===== config.mk =====
export PLATFORM = sky130hd
export DESIGN_NAME = adpcm_speed_ctl
export DESIGN_NICKNAME = d
export VERILOG_FILES = /design/src/rtl/adpcm_pkg.sv /design/src/rtl/adpcm_speed_filt.sv /design/src/rtl/adpcm_speed_ctl.sv
export SDC_FILE = /design/constraint.sdc
export NUM_CORES = 1
export LEC_CHECK = 0
export ABC_AREA = 1
export BUFFER_PORTS_ARGS = -buffer_cell sky130_fd_sc_hd__buf_2
export CORE_UTILIZATION = 45
export CTS_CLUSTER_DIAMETER = 50
export DETAILED_ROUTE_END_ITERATION = 10
export PLACE_DENSITY_LB_ADDON = 0.08
export SETUP_SLACK_MARGIN = 0.02
export SLEW_MARGIN = 20
export SYNTH_ARGS = -nofsm -noshare
export SYNTH_HDL_FRONTEND = slang
export SYNTH_SLANG_ARGS = --single-unit
export TNS_END_PERCENT = 5

===== constraint.sdc =====
create_clock -name clk -period 12.4 [get_ports clk]
set_input_delay 0.62 -clock clk [delete_from_list [all_inputs] [get_ports clk]]
set_output_delay 0.62 -clock clk [all_outputs]
set_load 0.005 [all_outputs]

===== src/rtl/adpcm_pkg.sv =====
// Shared widths, constants and table functions for the ADPCM adaptation-speed control.
package adpcm_pkg;

    localparam int DMS_W = 12;
    localparam int DML_W = 14;
    localparam int AP_W  = 10;
    localparam int AL_W  = 7;
    localparam int Y_W   = 13;

    localparam logic [AP_W-1:0] AP_TRIG = 10'd256;
    localparam logic [Y_W-1:0]  Y_THR   = 13'd1536;

    // FUNCTF: magnitude of the codeword mapped to the short-term rate weight FI.
    function automatic logic [2:0] functf(input logic [3:0] code);
        logic [2:0] im;
        logic [2:0] fi;
        im = code[3] ? ~code[2:0] : code[2:0];
        case (im)
            3'd0, 3'd1, 3'd2: fi = 3'd0;
            3'd3, 3'd4, 3'd5: fi = 3'd1;
            3'd6:             fi = 3'd3;
            default:          fi = 3'd7;
        endcase
        return fi;
    endfunction

    function automatic logic [AL_W-1:0] lima(input logic [AP_W-1:0] ap);
        logic [AL_W-1:0] al;
        if (ap >= AP_TRIG) al = AL_W'(64);
        else               al = ap[8:2];
        return al;
    endfunction

endpackage


===== src/rtl/adpcm_speed_filt.sv =====
// Combinational per-sample filters: FILTA/FILTB on the read state (stage 1) and
// SUBTB/FILTC/TRIGA on the stage-2 operands. The two paths are independent.
module adpcm_speed_filt
    import adpcm_pkg::*;
(
    input  logic [3:0]       i_code,
    input  logic [DMS_W-1:0] i_dms,
    input  logic [DML_W-1:0] i_dml,
    output logic [DMS_W-1:0] o_dms_n,
    output logic [DML_W-1:0] o_dml_n,
    input  logic [DMS_W-1:0] i_s2_dms,
    input  logic [DML_W-1:0] i_s2_dml,
    input  logic [AP_W-1:0]  i_ap,
    input  logic [Y_W-1:0]   i_y,
    input  logic             i_tdp,
    input  logic             i_tr,
    output logic [AP_W-1:0]  o_ap_n
);

    logic [2:0]         w_fi;
    logic signed [15:0] w_a_diff;
    logic signed [15:0] w_a_step;
    logic signed [15:0] w_b_diff;
    logic signed [15:0] w_b_step;
    logic signed [15:0] w_sub;
    logic [15:0]        w_difm;
    logic [15:0]        w_dthr;
    logic               w_ax;
    logic signed [11:0] w_c_diff;
    logic signed [11:0] w_c_step;
    logic [AP_W-1:0]    w_app;

    always_comb begin
        w_fi     = functf(i_code);
        // Differences are formed 16 bits wide so the floor shift never loses the sign.
        w_a_diff = $signed({4'd0, w_fi, 9'd0}) - $signed({4'd0, i_dms});
        w_a_step = w_a_diff >>> 5;
        o_dms_n  = DMS_W'(i_dms + w_a_step);
        w_b_diff = $signed({2'd0, w_fi, 11'd0}) - $signed({2'd0, i_dml});
        w_b_step = w_b_diff >>> 7;
        o_dml_n  = DML_W'(i_dml + w_b_step);

        w_sub    = $signed({2'd0, i_s2_dms, 2'b00}) - $signed({2'd0, i_s2_dml});
        w_difm   = w_sub[15] ? 16'(-w_sub) : 16'(w_sub);
        w_dthr   = {5'd0, i_s2_dml[DML_W-1:3]};
        w_ax     = !((i_y >= Y_THR) && (w_difm < w_dthr) && !i_tdp);
        w_c_diff = $signed({2'd0, w_ax, 9'd0}) - $signed({2'd0, i_ap});
        w_c_step = w_c_diff >>> 4;
        w_app    = AP_W'(i_ap + w_c_step);
        o_ap_n   = i_tr ? AP_TRIG : w_app;
    end

endmodule


===== src/rtl/adpcm_speed_ctl.sv =====
// Per-channel adaptation-speed state (DMS/DML/AP) with a two-stage update pipeline,
// same-channel forwarding, channel clear and a registered AL read port.
module adpcm_speed_ctl
    import adpcm_pkg::*;
#(
    parameter int CHANNELS = 8,
    parameter int CH_W     = $clog2(CHANNELS)
) (
    input  logic            clk,
    input  logic            reset,
    input  logic            clr_valid,
    input  logic [CH_W-1:0] clr_ch,
    input  logic            upd_valid,
    output logic            upd_ready,
    input  logic [CH_W-1:0] upd_ch,
    input  logic [3:0]      upd_i,
    input  logic [Y_W-1:0]  upd_y,
    input  logic            upd_tdp,
    input  logic            upd_tr,
    output logic            done_valid,
    output logic [CH_W-1:0] done_ch,
    input  logic [CH_W-1:0] al_rd_ch,
    output logic [AL_W-1:0] al
);

    logic [DMS_W-1:0] r_dms [CHANNELS];
    logic [DML_W-1:0] r_dml [CHANNELS];
    logic [AP_W-1:0]  r_ap  [CHANNELS];

    logic             r_s2_valid;
    logic [CH_W-1:0]  r_s2_ch;
    logic [DMS_W-1:0] r_s2_dms;
    logic [DML_W-1:0] r_s2_dml;
    logic [AP_W-1:0]  r_s2_ap;
    logic [Y_W-1:0]   r_s2_y;
    logic             r_s2_tdp;
    logic             r_s2_tr;
    logic [AL_W-1:0]  r_al;

    logic             w_accept;
    logic             w_fwd_hit;
    logic [DMS_W-1:0] w_rd_dms;
    logic [DML_W-1:0] w_rd_dml;
    logic [AP_W-1:0]  w_rd_ap;
    logic [DMS_W-1:0] w_dms_n;
    logic [DML_W-1:0] w_dml_n;
    logic [AP_W-1:0]  w_ap_n;
    logic [AP_W-1:0]  w_al_ap;
    logic             w_s2_kill;

    assign upd_ready  = !reset && !clr_valid;
    assign w_accept   = upd_valid && upd_ready;
    assign done_valid = r_s2_valid && !reset;
    assign done_ch    = r_s2_ch;
    assign al         = r_al;
    assign w_s2_kill  = clr_valid && (clr_ch == r_s2_ch);

    // Stage 1 sees the stage-2 result when both stages hold the same channel.
    always_comb begin
        w_fwd_hit = r_s2_valid && (r_s2_ch == upd_ch);
        w_rd_dms  = w_fwd_hit ? r_s2_dms : r_dms[upd_ch];
        w_rd_dml  = w_fwd_hit ? r_s2_dml : r_dml[upd_ch];
        w_rd_ap   = w_fwd_hit ? w_ap_n   : r_ap[upd_ch];
    end

    // AL reflects the state as it stands after this edge, including clears.
    always_comb begin
        w_al_ap = r_ap[al_rd_ch];
        if (clr_valid && (clr_ch == al_rd_ch)) begin
            w_al_ap = '0;
        end else if (r_s2_valid && (r_s2_ch == al_rd_ch)) begin
            w_al_ap = w_ap_n;
        end
    end

    adpcm_speed_filt u_filt (
        .i_code   (upd_i),
        .i_dms    (w_rd_dms),
        .i_dml    (w_rd_dml),
        .o_dms_n  (w_dms_n),
        .o_dml_n  (w_dml_n),
        .i_s2_dms (r_s2_dms),
        .i_s2_dml (r_s2_dml),
        .i_ap     (r_s2_ap),
        .i_y      (r_s2_y),
        .i_tdp    (r_s2_tdp),
        .i_tr     (r_s2_tr),
        .o_ap_n   (w_ap_n)
    );

    always_ff @(posedge clk) begin
        if (reset) begin
            r_s2_valid <= 1'b0;
            r_al       <= '0;
            for (int c = 0; c < CHANNELS; c++) begin
                r_dms[c] <= '0;
                r_dml[c] <= '0;
                r_ap[c]  <= '0;
            end
        end else begin
            r_s2_valid <= w_accept;
            r_al       <= lima(w_al_ap);
            if (r_s2_valid && !w_s2_kill) begin
                r_dms[r_s2_ch] <= r_s2_dms;
                r_dml[r_s2_ch] <= r_s2_dml;
                r_ap[r_s2_ch]  <= w_ap_n;
            end
            if (clr_valid) begin
                r_dms[clr_ch] <= '0;
                r_dml[clr_ch] <= '0;
                r_ap[clr_ch]  <= '0;
            end
        end
    end

    always_ff @(posedge clk) begin
        if (w_accept) begin
            r_s2_ch  <= upd_ch;
            r_s2_dms <= w_dms_n;
            r_s2_dml <= w_dml_n;
            r_s2_ap  <= w_rd_ap;
            r_s2_y   <= upd_y;
            r_s2_tdp <= upd_tdp;
            r_s2_tr  <= upd_tr;
        end
    end

endmodule

==> results.cfg <==
[power]
clkPwrFrac_pct = 42.5
seq_power_share_pct = 39.0
combPwrFrac_pct = 18.4
power_density_mw_per_mm2 = 146
cellLeakagePower_uw = 0.00813
p_int_uw = 2110
switching_power_uw = 927
vdd_ir_drop_max_v = 0.000109
p_sw_share_pct = 30.5

[timing]
fin_crit_ps = 6870
setup_viol = 0
fin_skew_ps = 26.8
fin_ws_ps = 5530
worst_slew_pin_slew_ps = 1150
fin_tns_setup_ps = 0
fin_crit_sh_pct = 55.4
clock.fmax_mhz = 146
drv_slew = 0
relSlewSlack_pct = 23.5
rsz0062_at_grt = no
hold_viol = 0

[clock_network]
post_cts_resized = 0
htreeDepth = 2
clk_latency_ps = 590
hold_buffers = 0
cts_tree = yes
cts_buffers = 46
postCtsSetupBuffers = 0
clock-sinks = 341
root_buffer = clkbuf_16
clockBufferDepth = 3
clk_pin_slew_ps = 60

[floorplan]
start_util_pct = 46.0
die_area_mm2 = 0.0429
num_rows = 74
io_pins = 44
dieHeight_um = 207
die_x_um = 207
core_mm2 = 0.0412

[final_layout]
nets = 2797
final_cell_mix = nand2_1, a21oi_1, dfxtp_1, nor2_1, inv_1
stdcell_count = 3266
drive_gt1_share_pct = 8.16
n_antenna_cell = 0
finalInstanceArea_mm2 = 0.0208
layout_commonest_cell = nand2_1
area_growth_pct = 9.79
final_util_pct = 50.5

[drt]
dr.pass1.iters = 6
vias = 18600
viasPerCell = 5.69
drc = 0
routed_wl_um = 65700
avgRoutedWirePerCell_um = 20.1
postRouteAntennaNets = 0
drt_iter0_drc = 1755

[placed_design]
place.gp.congestion = 0.874
post-place-ws_ps = 5590
dpl-instance-area_mm2 = 0.0193
dpl.cell_count = 3186
portBuffers = 34
post-dp-hpwl_um = 37300

[critical_path]
slowest_stage = edfxtp_1
timing.rr.start = r_s2_dml[11]$_DFFE_PP_
rr_endpoint = al[5]$_SDFF_PP0_
crit_top_cell = nand2_1
critPathMaxStageDelay_ps = 530
critPathKind = reg2reg
cp.arrival_ps = 7320
critPathMaxFanout = 11
r2r_cells = 33
cp-start-kind = flop
cp-end-kind = flop
crit_required_ps = 12860
r2r_slack_ps = 5530

[hold_path]
whs_endpoint = r_s2_tr$_DFFE_PP_
holdPathStages = 1
hp-start = upd_tr
hold_path_class = in2reg

[yosys]
synth_seq_cells = 341
yosysSeqAreaShare_pct = 38.4
syn_inst = 2766
synth_top_cell_by_area = dfxtp_1
avgSynthCellArea_um2 = 6.85
synth-main-ff-cell = dfxtp_1
synth_area_mm2 = 0.0189
ys_types = 55
synthArstFlopShare_pct = 0
synth_nets = 2861
yosysTopAreaCellShare_pct = 31.3
synth_edf_count = 45
yosys_warnings = 0
synth.area.top_cells = dfxtp_1, nand2_1, a21oi_1

[global_route]
grt_first_pass_wirelength_um = 102000
grt_usage_pct = 30.3
grt_max_degree = 90
grt_pass1_vias = 17600
grt-ovfl-total = 0
antenna_found_initial = 0

[job]
drv_cap = 0

[status]
status = complete, no violations
[cells in the mapped netlist (all sizes together) (8+ instances only)]
cell	count
nor3	10
nor2	235
inv	226
o221ai	16
or2	10
o211ai	32
o22ai	20
nand4	23
xor2	36
a21oi	373
edfxtp	45
ha	60
a211oi	8
buf	70
nand3	100
xnor2	17
clkbuf	104
dfxtp	296
a31oi	11
o21ai	204
nand2	821
[cells by family after synthesis]
| family | after synthesis | synth area share (%) |
|---|---|---|
| adders and majority gates | 63 | 4.28 |
| AOI/OAI and AO/OA | 691 | 19.8 |
| and+or+nand+nor | 1210 | 26.1 |
| xor gates and xnor gates | 54 | 2.65 |
| buffers and inverters | 407 | 8.74 |
| DFF | 341 | 38.4 |
[power groups by stage]
stage / sequential [µW] / combinational [µW] / clock, µW
global placement: 1210 / 547 / 0
finish: 1190 / 560 / 1290
floorplan: 1180 / 430 / 0
CTS: 1190 / 556 / 1310
global route: 1190 / 630 / 1360
detailed placement: 1210 / 553 / 0
[worst max-delay path by stage]
stage                           start  cells after the start  slack [ps]                to
2_1_floorplan  r_s2_dml[11]$_DFFE_PP_                     37        7060  al[0]$_SDFF_PP0_
3_3_place_gp    r_s2_dml[7]$_DFFE_PP_                     36        5640  al[2]$_SDFF_PP0_
3_5_place_dp   r_s2_dml[11]$_DFFE_PP_                     34        5590  al[5]$_SDFF_PP0_
4_1_cts        r_s2_dml[11]$_DFFE_PP_                     34        5570  al[5]$_SDFF_PP0_
5_1_grt        r_s2_dml[11]$_DFFE_PP_                     34        4880  al[4]$_SDFF_PP0_
6_report       r_s2_dml[11]$_DFFE_PP_                     33        5530  al[5]$_SDFF_PP0_
[per-layer routing]
| layer | vias to the layer above | routed length (µm) | global-route usage [%] |
|---|---|---|---|
| met4 | 0 | 2170 | 12.6 |
| met3 | 141 | 5080 | 4.00 |
| met2 | 719 | 30300 | 50.5 |
| li1 | 8929 | - | - |
| met1 | 8784 | 28100 | 39.6 |
| met5 | - | 0 | 0 |
[metrics by stage]
stage / total power (µW) / hold slack (ps)
6_report: 3040 / 227
5_1_grt: 3170 / 218
2_1_floorplan: 1610 / 436
3_3_place_gp: 1760 / 444
4_1_cts: 3060 / 201
3_5_place_dp: 1760 / 449
[worst max-delay path: cells and delay by family, from the launching register on]
kind / cells / cell delay [ps]
AO/OA/AOI/OAI: 8 / 1460
buffers and inverters: 3 / 500
flip-flops: 1 / 530
adder cells (fa/ha/maj): 4 / 1370
XOR/XNOR: 1 / 160
AND/OR/NAND/NOR: 17 / 2740
[sequential cells by signal (all words and copies together), names as in the netlist]
register,flops
r_s2_ap,10
r_s2_tdp,1
r_s2_y,4
r_s2_dms,12
done_ch,3
r_s2_valid,1
r_dms,96
r_ap,80
al,7
r_dml,112
r_s2_tr,1
r_s2_dml,14
[cell type report]
class	instances	area [µm²]
fill	4120	20400
multi-input combinational	2018	10100
sequential	341	7280
clock buffer	63	1290
inverter	233	878
tap	532	666
timing repair buffer	62	395
clock inverter	17	171
Note: power is estimated with default switching activity, not from simulation.
